--- config.mk ---
export PLATFORM = sky130hd
export DESIGN_NAME = ising_weight_loader
export DESIGN_NICKNAME = d
export VERILOG_FILES = /design/src/rtl/ising_weight_loader.sv
export SDC_FILE = /design/constraint.sdc
export NUM_CORES = 1
export LEC_CHECK = 0
export ABC_AREA = 0
export BUFFER_PORTS_ARGS = -buffer_cell sky130_fd_sc_hd__buf_2
export CORE_ASPECT_RATIO = 1.5
export CORE_MARGIN = 5
export CORE_UTILIZATION = 55
export DETAILED_ROUTE_END_ITERATION = 12
export HOLD_SLACK_MARGIN = 0.06
export PLACE_DENSITY = 0.77
export SLEW_MARGIN = 20
export SYNTH_ARGS = -nofsm -noshare
export SYNTH_HDL_FRONTEND = slang
export SYNTH_SLANG_ARGS = --single-unit
--- constraint.sdc ---
create_clock -name clk -period 2 [get_ports clk]
set_input_delay 0.5 -clock clk [delete_from_list [all_inputs] [get_ports clk]]
set_output_delay 0.5 -clock clk [all_outputs]
set_load 0.03 [all_outputs]
--- src/rtl/ising_weight_loader.sv ---
// Host front end for the Ising core: streams coupling weights in, times one anneal run, returns the phase.
// Optional ISING_WEIGHT_RANGE_CHECK_EN: out-of-range codes load as zero coupling and raise a sticky err.
module ising_weight_loader #(
    parameter int N           = 3,
    parameter int NUM_WEIGHTS = 5,
    parameter int RUN_CYCLES  = 1024,
    localparam int WBITS      = $clog2(NUM_WEIGHTS),
    localparam int NPAIRS     = N * (N - 1) / 2,
    localparam int WVEC       = WBITS * NPAIRS,
    localparam int CW         = $clog2(RUN_CYCLES + 1)
) (
    input  logic             clk,
    input  logic             rstn,
    input  logic             clear,
    input  logic             wt_valid,
    output logic             wt_ready,
    input  logic [WBITS-1:0] wt_data,
    input  logic             start,
    output logic [WVEC-1:0]  weights,
    output logic             core_rstn,
    input  logic [N-1:0]     phase_in,
    output logic             res_valid,
    input  logic             res_ready,
    output logic [N-1:0]     res_phase,
    output logic             busy,
    output logic             err
);

    localparam int IW = (NPAIRS > 1) ? $clog2(NPAIRS) : 1;
    localparam logic [IW-1:0] LAST_IDX = IW'(NPAIRS - 1);
    localparam logic [CW-1:0] LAST_CNT = CW'(RUN_CYCLES - 1);

`ifdef ISING_WEIGHT_RANGE_CHECK_EN
    localparam logic [WBITS:0]   NW_LIMIT  = (WBITS + 1)'(NUM_WEIGHTS);
    localparam logic [WBITS-1:0] ZERO_CODE = WBITS'((NUM_WEIGHTS - 1) / 2);
`endif

    typedef enum logic [1:0] {
        LOAD  = 2'd0,
        ARMED = 2'd1,
        RUN   = 2'd2,
        DONE  = 2'd3
    } state_t;

    state_t            state_q, state_d;
    logic [IW-1:0]     idx_q, idx_d;
    logic [WVEC-1:0]   weights_q, weights_d;
    logic [CW-1:0]     cnt_q, cnt_d;
    logic              core_rstn_q, core_rstn_d;
    logic              wt_ready_q, wt_ready_d;
    logic              res_valid_q, res_valid_d;
    logic [N-1:0]      res_phase_q, res_phase_d;
    logic              busy_q, busy_d;
    logic              err_q, err_d;
    logic [WBITS-1:0]  beat_data;
    logic              start_ok;

    // NOTE: every next-state signal gets its default first, so no path can infer a latch.
    always_comb begin
        state_d     = state_q;
        idx_d       = idx_q;
        weights_d   = weights_q;
        cnt_d       = cnt_q;
        core_rstn_d = core_rstn_q;
        res_valid_d = res_valid_q;
        res_phase_d = res_phase_q;
        err_d       = err_q;
        beat_data   = wt_data;
`ifdef ISING_WEIGHT_RANGE_CHECK_EN
        start_ok    = !err_q;
`else
        start_ok    = 1'b1;
`endif

        if (clear) begin
            // Abort wins over everything; the loaded weights survive until overwritten.
            state_d     = LOAD;
            idx_d       = '0;
            cnt_d       = '0;
            core_rstn_d = 1'b0;
            res_valid_d = 1'b0;
            err_d       = 1'b0;
        end else begin
            case (state_q)
                LOAD: begin
                    if (wt_valid && wt_ready_q) begin
`ifdef ISING_WEIGHT_RANGE_CHECK_EN
                        if ({1'b0, wt_data} >= NW_LIMIT) begin
                            beat_data = ZERO_CODE;
                            err_d     = 1'b1;
                        end
`endif
                        weights_d[int'(idx_q)*WBITS +: WBITS] = beat_data;
                        if (idx_q == LAST_IDX) begin
                            idx_d   = '0;
                            state_d = ARMED;
                        end else begin
                            idx_d = idx_q + 1'b1;
                        end
                    end
                end
                ARMED: begin
                    if (start && start_ok) begin
                        state_d = RUN;
                        cnt_d   = '0;
                    end
                end
                RUN: begin
                    // First RUN cycle only releases the core; the window is counted from there.
                    if (!core_rstn_q) begin
                        core_rstn_d = 1'b1;
                    end else if (cnt_q == LAST_CNT) begin
                        res_phase_d = phase_in;
                        core_rstn_d = 1'b0;
                        res_valid_d = 1'b1;
                        state_d     = DONE;
                    end else begin
                        cnt_d = cnt_q + 1'b1;
                    end
                end
                DONE: begin
                    if (res_valid_q && res_ready) begin
                        res_valid_d = 1'b0;
                        state_d     = ARMED;
                    end
                end
                default: state_d = LOAD;
            endcase
        end

        wt_ready_d = (state_d == LOAD);
        busy_d     = (state_d == RUN) || (state_d == DONE);
    end

    // NOTE: sequential state uses non-blocking assignments only, so all registers update together.
    always_ff @(posedge clk or negedge rstn) begin
        if (!rstn) begin
            state_q     <= LOAD;
            idx_q       <= '0;
            weights_q   <= '0;
            cnt_q       <= '0;
            core_rstn_q <= 1'b0;
            wt_ready_q  <= 1'b0;
            res_valid_q <= 1'b0;
            res_phase_q <= '0;
            busy_q      <= 1'b0;
            err_q       <= 1'b0;
        end else begin
            state_q     <= state_d;
            idx_q       <= idx_d;
            weights_q   <= weights_d;
            cnt_q       <= cnt_d;
            core_rstn_q <= core_rstn_d;
            wt_ready_q  <= wt_ready_d;
            res_valid_q <= res_valid_d;
            res_phase_q <= res_phase_d;
            busy_q      <= busy_d;
            err_q       <= err_d;
        end
    end

    assign wt_ready  = wt_ready_q;
    assign weights   = weights_q;
    assign core_rstn = core_rstn_q;
    assign res_valid = res_valid_q;
    assign res_phase = res_phase_q;
    assign busy      = busy_q;
    assign err       = err_q;

endmodule

==> results of run 1 <==
## metrics by stage
step | hold slack, ps | setup slack, ps | total power (W) | area (um2) | util (%)
detailed placement | 475 | 31.1 | 0.000921 | 1890 | 64.9
CTS | 278 | 115 | 0.00142 | 1980 | 67.9
floorplan | 204 | 231 | 0.000842 | 1680 | -
global placement | 467 | 71.0 | 0.000911 | 1890 | 64.9
finish | 263 | 125 | 0.00140 | 1980 | 67.9
global route | 314 | 40.4 | 0.00147 | 1980 | 67.9
## cell usage in the layout (no fill, tap or decap), types with 2 or more instances in the layout
cell	Yosys	routed
o31ai_1	6	6
inv_1	4	4
mux2i_1	5	5
clkbuf_8	0	6
nor2_1	6	6
and3b_1	2	2
a21bo_2	6	6
a21oi_1	2	2
nor3b_1	4	4
buf_2	0	27
nor3_1	6	6
and2_1	2	2
dfrtp_1	31	31
buf_4	3	10
and3_1	5	5
nand2_1	12	12
or4_1	2	2
ha_1	6	6
nand3_1	4	4
or3_1	5	5
a311oi_1	2	2
nand4_1	6	6
mux2_2	8	8
nor4_2	2	2
## kinds of logic after synthesis
| kind of cell | Yosys count | synth area share (%) |
|---|---|---|
| AND/OR/NAND/NOR | 66 | 25.2 |
| buffers and inverters | 10 | 3.80 |
| multiplexers | 13 | 8.34 |
| AO/OA/AOI/OAI | 25 | 11.8 |
| flip-flops | 31 | 46.2 |
| other | 1 | 0.223 |
| adder cells (fa/ha/maj) | 6 | 4.47 |
## layer usage
| layer | share of wire (%) | wire (um) |
|---|---|---|
| met1 | 37 | 1410 |
| met2 | 57 | 2170 |
| met3 | 3.8 | 144 |
| met4 | 1.9 | 74 |
| met5 | 0 | 0 |
## power groups by stage
stage	registers, W	logic, W	clock network (W)
2_1_floorplan	0.000738	0.000104	0
3_3_place_gp	0.000687	0.000224	0
3_5_place_dp	0.000689	0.000232	0
4_1_cts	0.000677	0.000233	0.000506
5_1_grt	0.000681	0.000253	0.000535
6_report	0.000677	0.000230	0.000488
## flip-flops by register name, indices dropped and copies added (netlist names)
| name | cells |
|---|---|
| cnt_q | 11 |
| weights | 9 |
| res_phase | 3 |
| idx_q | 2 |
| state_q | 2 |
| busy | 1 |
| core_rstn | 1 |
| res_valid | 1 |
| wt_ready | 1 |
## worst paths after layout
| path | endpoint | depth (start not counted) | from | slack (ps) |
|---|---|---|---|---|
| worst max-delay path | cnt_q[10] | 5 | cnt_q[0] | 120 |
| worst min register to register | weights[2] | 1 | weights[2] | 490 |
| worst min-delay path | cnt_q[8] | 1 | rstn | 260 |
| worst max register to register | cnt_q[10] | 5 | cnt_q[0] | 120 |
| min in group clk | res_valid | 2 | res_ready | 440 |
| max in group asynchronous | cnt_q[3] | 1 | rstn | 1290 |
## final cells by class
type | count | area [um2]
clock buffers | 6 | 82.6
flip-flops and latches | 31 | 776
well taps | 39 | 48.8
repair buffers | 37 | 210
multi-input cells | 111 | 841
fillers | 245 | 935
clock inverters | 1 | 5.00
inverters | 4 | 15.0
==> flow_metrics.env, run 1 <==
export IMPL_status="finished clean"
export IMPL_synthDistinctLibCells=44
export IMPL_cpMaxStageDelayCell="or4_1"
export IMPL_slew_violations=0
export IMPL_syn_inst=152
export IMPL_postCtsSetupRepairBufs=0
export IMPL_min_path_type="in2async"
export IMPL_yosys_area_top_type_share_pct=46.2
export IMPL_critical_path_class="reg2reg"
export IMPL_diodes=0
export IMPL_synth_common_cells="dfrtp_1, nand2_1, mux2_2"
export IMPL_finalNonFillerCells=229
export IMPL_met1_usage_pct=21.2
export IMPL_leakagePower_nw=0.986
export IMPL_crit_buf_inv=0
export IMPL_fin_crit_sh_pct=93.8
export IMPL_cp_max_fo=3
export IMPL_cts_repair_resized=0
export IMPL_wirelength_um=3800
export IMPL_gr_usage_met3_pct=4.98
export IMPL_grt_overflow_total=0
export IMPL_die_y_um=77.7
export IMPL_cts_tree="built"
export IMPL_rows=24
export IMPL_viasPerCell=5.88
export IMPL_synth_net_count=170
export IMPL_drc=0
export IMPL_clock_root_buffer="clkbuf_8"
export IMPL_dp_cells=222
export IMPL_yosysWarningCount=0
export IMPL_drt_initial_drc_count=39
export IMPL_drive_above_1_share_pct=34.2
export IMPL_synth_edf_count=0
export IMPL_switching_share_pct=27.6
export IMPL_skew_ps=6.57
export IMPL_internal_power_w=0.00101
export IMPL_ant_nets=0
export IMPL_wire_per_inst_um=16.6
export IMPL_dieArea_mm2=0.00428
export IMPL_relSlewSlack_pct=53.8
export IMPL_clk_transition_reported_paths_ps=60
export IMPL_cp_start_kind="flip-flop"
export IMPL_io_buffers=27
export IMPL_ios=29
export IMPL_insertion_delay_ps=280
export IMPL_cts_made_buffers=5
export IMPL_crit_family="simple AND/OR/NAND/NOR gates"
export IMPL_grt_antenna_before_repair=0
export IMPL_cp_cell_sequence="ha_1 -> nand3_1 -> or3_1 -> or4_1 -> a21boi_1"
export IMPL_nets=208
export IMPL_power_density_mw_per_mm2=705
export IMPL_coreArea_mm2=0.00291
export IMPL_grt_pass1_vias=1375
export IMPL_fin_setup_tns_ps=0
export IMPL_start_util_pct=57.7
export IMPL_grt_total_usage_pct=20.2
export IMPL_worstPathArrival_ps=2080
export IMPL_fmax_ghz=0.533
export IMPL_finalHoldViolations=0
export IMPL_grt_pass1_wl_um=6260
export IMPL_num_vias=1347
export IMPL_ys_seq_area_share_pct=46.2
export IMPL_cts_sinks=31
export IMPL_area_delta_synth_final_pct=17.7
export IMPL_hold_buffers=0
export IMPL_combPwrFrac_pct=16.5
export IMPL_yosysTopAreaCell="dfrtp_1"
export IMPL_post_synth_top_count_cell="dfrtp_1"
export IMPL_pwr_share_seq_pct=48.5
export IMPL_grt_use_met2_pct=36.4
export IMPL_critPathRequiredTime_ps=2200
export IMPL_async_flop_share_pct=100
export IMPL_cap_violations=0
export IMPL_grt_max_degree=32
export IMPL_place_gp_congestion=0.874
export IMPL_setup_viol=0
export IMPL_h_tree_depth=2
export IMPL_clkPwrFrac_pct=35.0
export IMPL_synth_area_leaders="dfrtp_1, mux2_2, ha_1"
export IMPL_rsz0062_at_grt="no"
export IMPL_syn_area_per_cell_um2=11.1
export IMPL_ys_ff_latch=31
export IMPL_finalCriticalPeriod_ps=1880
export IMPL_cts_buffer_depth=2
export IMPL_synthesis_area_mm2=0.00168
export IMPL_slowest_delay_ps=500
export IMPL_synth_flop_cell="dfrtp_1"
export IMPL_drtPass1Iterations=4
export IMPL_endpoint_kind="flip-flop"
export IMPL_ir_drop_uv=437
export IMPL_worst_slew_pin_slew_ps=693
export IMPL_p_switching_w=0.000385
export IMPL_busiest_layer="met2"
export IMPL_die_w_um=55.1
export IMPL_post_dp_hpwl_um=2860
Power figures use the tool's default switching activity.
==> run 2, diff against run 1 <==
--- a/config.mk
+++ b/config.mk
@@ -8,7 +8,7 @@
 export ABC_AREA = 0
 export BUFFER_PORTS_ARGS = -buffer_cell sky130_fd_sc_hd__buf_2
 export CORE_ASPECT_RATIO = 1.5
-export CORE_MARGIN = 5
+export CORE_MARGIN = 3
 export CORE_UTILIZATION = 55
 export DETAILED_ROUTE_END_ITERATION = 12
 export HOLD_SLACK_MARGIN = 0.06
==> flow_metrics.env, run 2 (synthesis results as in run 1) <==
export IMPL_wirelength_um=3880
export IMPL_fmax_ghz=0.538
export IMPL_critPathRequiredTime_ps=2210
export IMPL_ir_drop_uv=724
export IMPL_drive_above_1_share_pct=35.2
export IMPL_area_delta_synth_final_pct=20.3
export IMPL_cts_buffer_depth=2
export IMPL_finalNonFillerCells=230
export IMPL_hold_buffers=0
export IMPL_cts_sinks=31
export IMPL_grt_pass1_wl_um=6560
export IMPL_grt_pass1_vias=1398
export IMPL_dp_cells=222
export IMPL_h_tree_depth=2
export IMPL_die_y_um=73.7
export IMPL_crit_family="simple AND/OR/NAND/NOR gates"
export IMPL_finalHoldViolations=0
export IMPL_io_buffers=27
export IMPL_leakagePower_nw=1.01
export IMPL_finalCriticalPeriod_ps=1860
export IMPL_critical_path_class="reg2reg"
export IMPL_worstPathArrival_ps=2060
export IMPL_pwr_share_seq_pct=43.7
export IMPL_cp_cell_sequence="ha_1 -> nand3_1 -> or3_1 -> or4_1 -> a21boi_1"
export IMPL_cts_made_buffers=5
export IMPL_rsz0062_at_grt="no"
export IMPL_place_gp_congestion=0.838
export IMPL_cpMaxStageDelayCell="or4_1"
export IMPL_drtPass1Iterations=4
export IMPL_rows=23
export IMPL_largest_register_ffs=11
export IMPL_slowest_delay_ps=500
export IMPL_postCtsSetupRepairBufs=0
export IMPL_final_common_cell="dfrtp_1"
export IMPL_skew_ps=6.88
export IMPL_final_cell_mix="dfrtp_1, buf_2, nand2_1, buf_4, mux2_2"
export IMPL_clkPwrFrac_pct=41.3
export IMPL_drt_initial_drc_count=32
export IMPL_grt_antenna_before_repair=0
export IMPL_switching_share_pct=26.2
export IMPL_viasPerCell=5.97
export IMPL_post_dp_hpwl_um=2940
export IMPL_top_register="cnt_q"
export IMPL_internal_power_w=0.00114
export IMPL_fin_crit_sh_pct=92.9
export IMPL_cap_violations=0
export IMPL_cp_max_fo=3
export IMPL_power_density_mw_per_mm2=767
export IMPL_grt_total_usage_pct=23.6
export IMPL_diodes=0
export IMPL_min_path_type="in2async"
export IMPL_status="finished clean"
export IMPL_crit_buf_inv=0
export IMPL_slew_violations=0
export IMPL_grt_overflow_total=0
export IMPL_p_switching_w=0.000405
export IMPL_hold_ws_ps=246
export IMPL_nets=210
export IMPL_wire_per_inst_um=16.9
export IMPL_clk_transition_reported_paths_ps=70
export IMPL_cts_tree="built"
export IMPL_setup_viol=0
export IMPL_worst_slew_pin_slew_ps=670
export IMPL_ant_nets=0
export IMPL_drc=0
export IMPL_num_vias=1374
export IMPL_endpoint_kind="flip-flop"
export IMPL_coreArea_mm2=0.00279
export IMPL_grt_max_degree=32
export IMPL_cts_repair_resized=0
export IMPL_ios=29
export IMPL_fin_setup_tns_ps=0
export IMPL_start_util_pct=60.2
export IMPL_die_w_um=51.1
export IMPL_insertion_delay_ps=290
export IMPL_combPwrFrac_pct=15.1
export IMPL_relSlewSlack_pct=55.3
export IMPL_cp_start_kind="flip-flop"
export IMPL_clock_root_buffer="clkbuf_8"
export IMPL_dieArea_mm2=0.00377
run 2: cell types whose count changed in the layout (fill, tap and decap cells not counted), sizes merged:
cell / previous run / this run
buf: 37 / 39
bufinv: 0 / 1
run 2: worst paths after layout:
path	slack, ps	startpoint	to	depth (start not counted)
worst max-delay path	140	cnt_q[0]	cnt_q[10]	5
max in group asynchronous	1320	rstn	res_phase[1]	1
min in group clk	430	res_ready	res_valid	2
worst min-delay path	250	rstn	idx_q[1]	1
worst max register to register	140	cnt_q[0]	cnt_q[10]	5
worst min register to register	490	weights[2]	weights[2]	1
run 2: per-stage QoR:
step	instance area, um2	utilization, %	power, W	setup slack (ps)
5_1_grt	2020	72.4	0.00162	34.9
2_1_floorplan	1680	-	0.000842	231
6_report	2020	72.4	0.00155	142
3_3_place_gp	1900	68.2	0.000910	67.7
4_1_cts	2020	72.4	0.00157	146
3_5_place_dp	1900	68.2	0.000922	8.67
run 2: cell type report:
type	instances	area, um2
Multi-Input combinational cell	111	841
Clock inverter	2	35.0
Sequential cell	31	776
Timing Repair Buffer	39	225
Tap cell	37	46.3
Fill cell	204	771
Clock buffer	6	82.6
Inverter	4	15.0
run 2: layer usage:
metal	part of all wire [%]	routed length (um)	up-vias	track usage [%]
met5	0	0	-	0
met1	37	1440	685	23.9
met3	3.9	152	7	6.29
met4	1.8	70	0	8.68
li1	-	-	647	-
met2	57	2220	35	45.1
run 2: power groups by stage:
stage	Clock (W)	Sequential, W	Combinational, W
after global placement	0	0.000686	0.000223
after global routing	0.000686	0.000679	0.000253
after CTS	0.000662	0.000676	0.000235
final	0.000640	0.000677	0.000233
after detailed placement	0	0.000688	0.000234
after floorplan	0	0.000738	0.000104
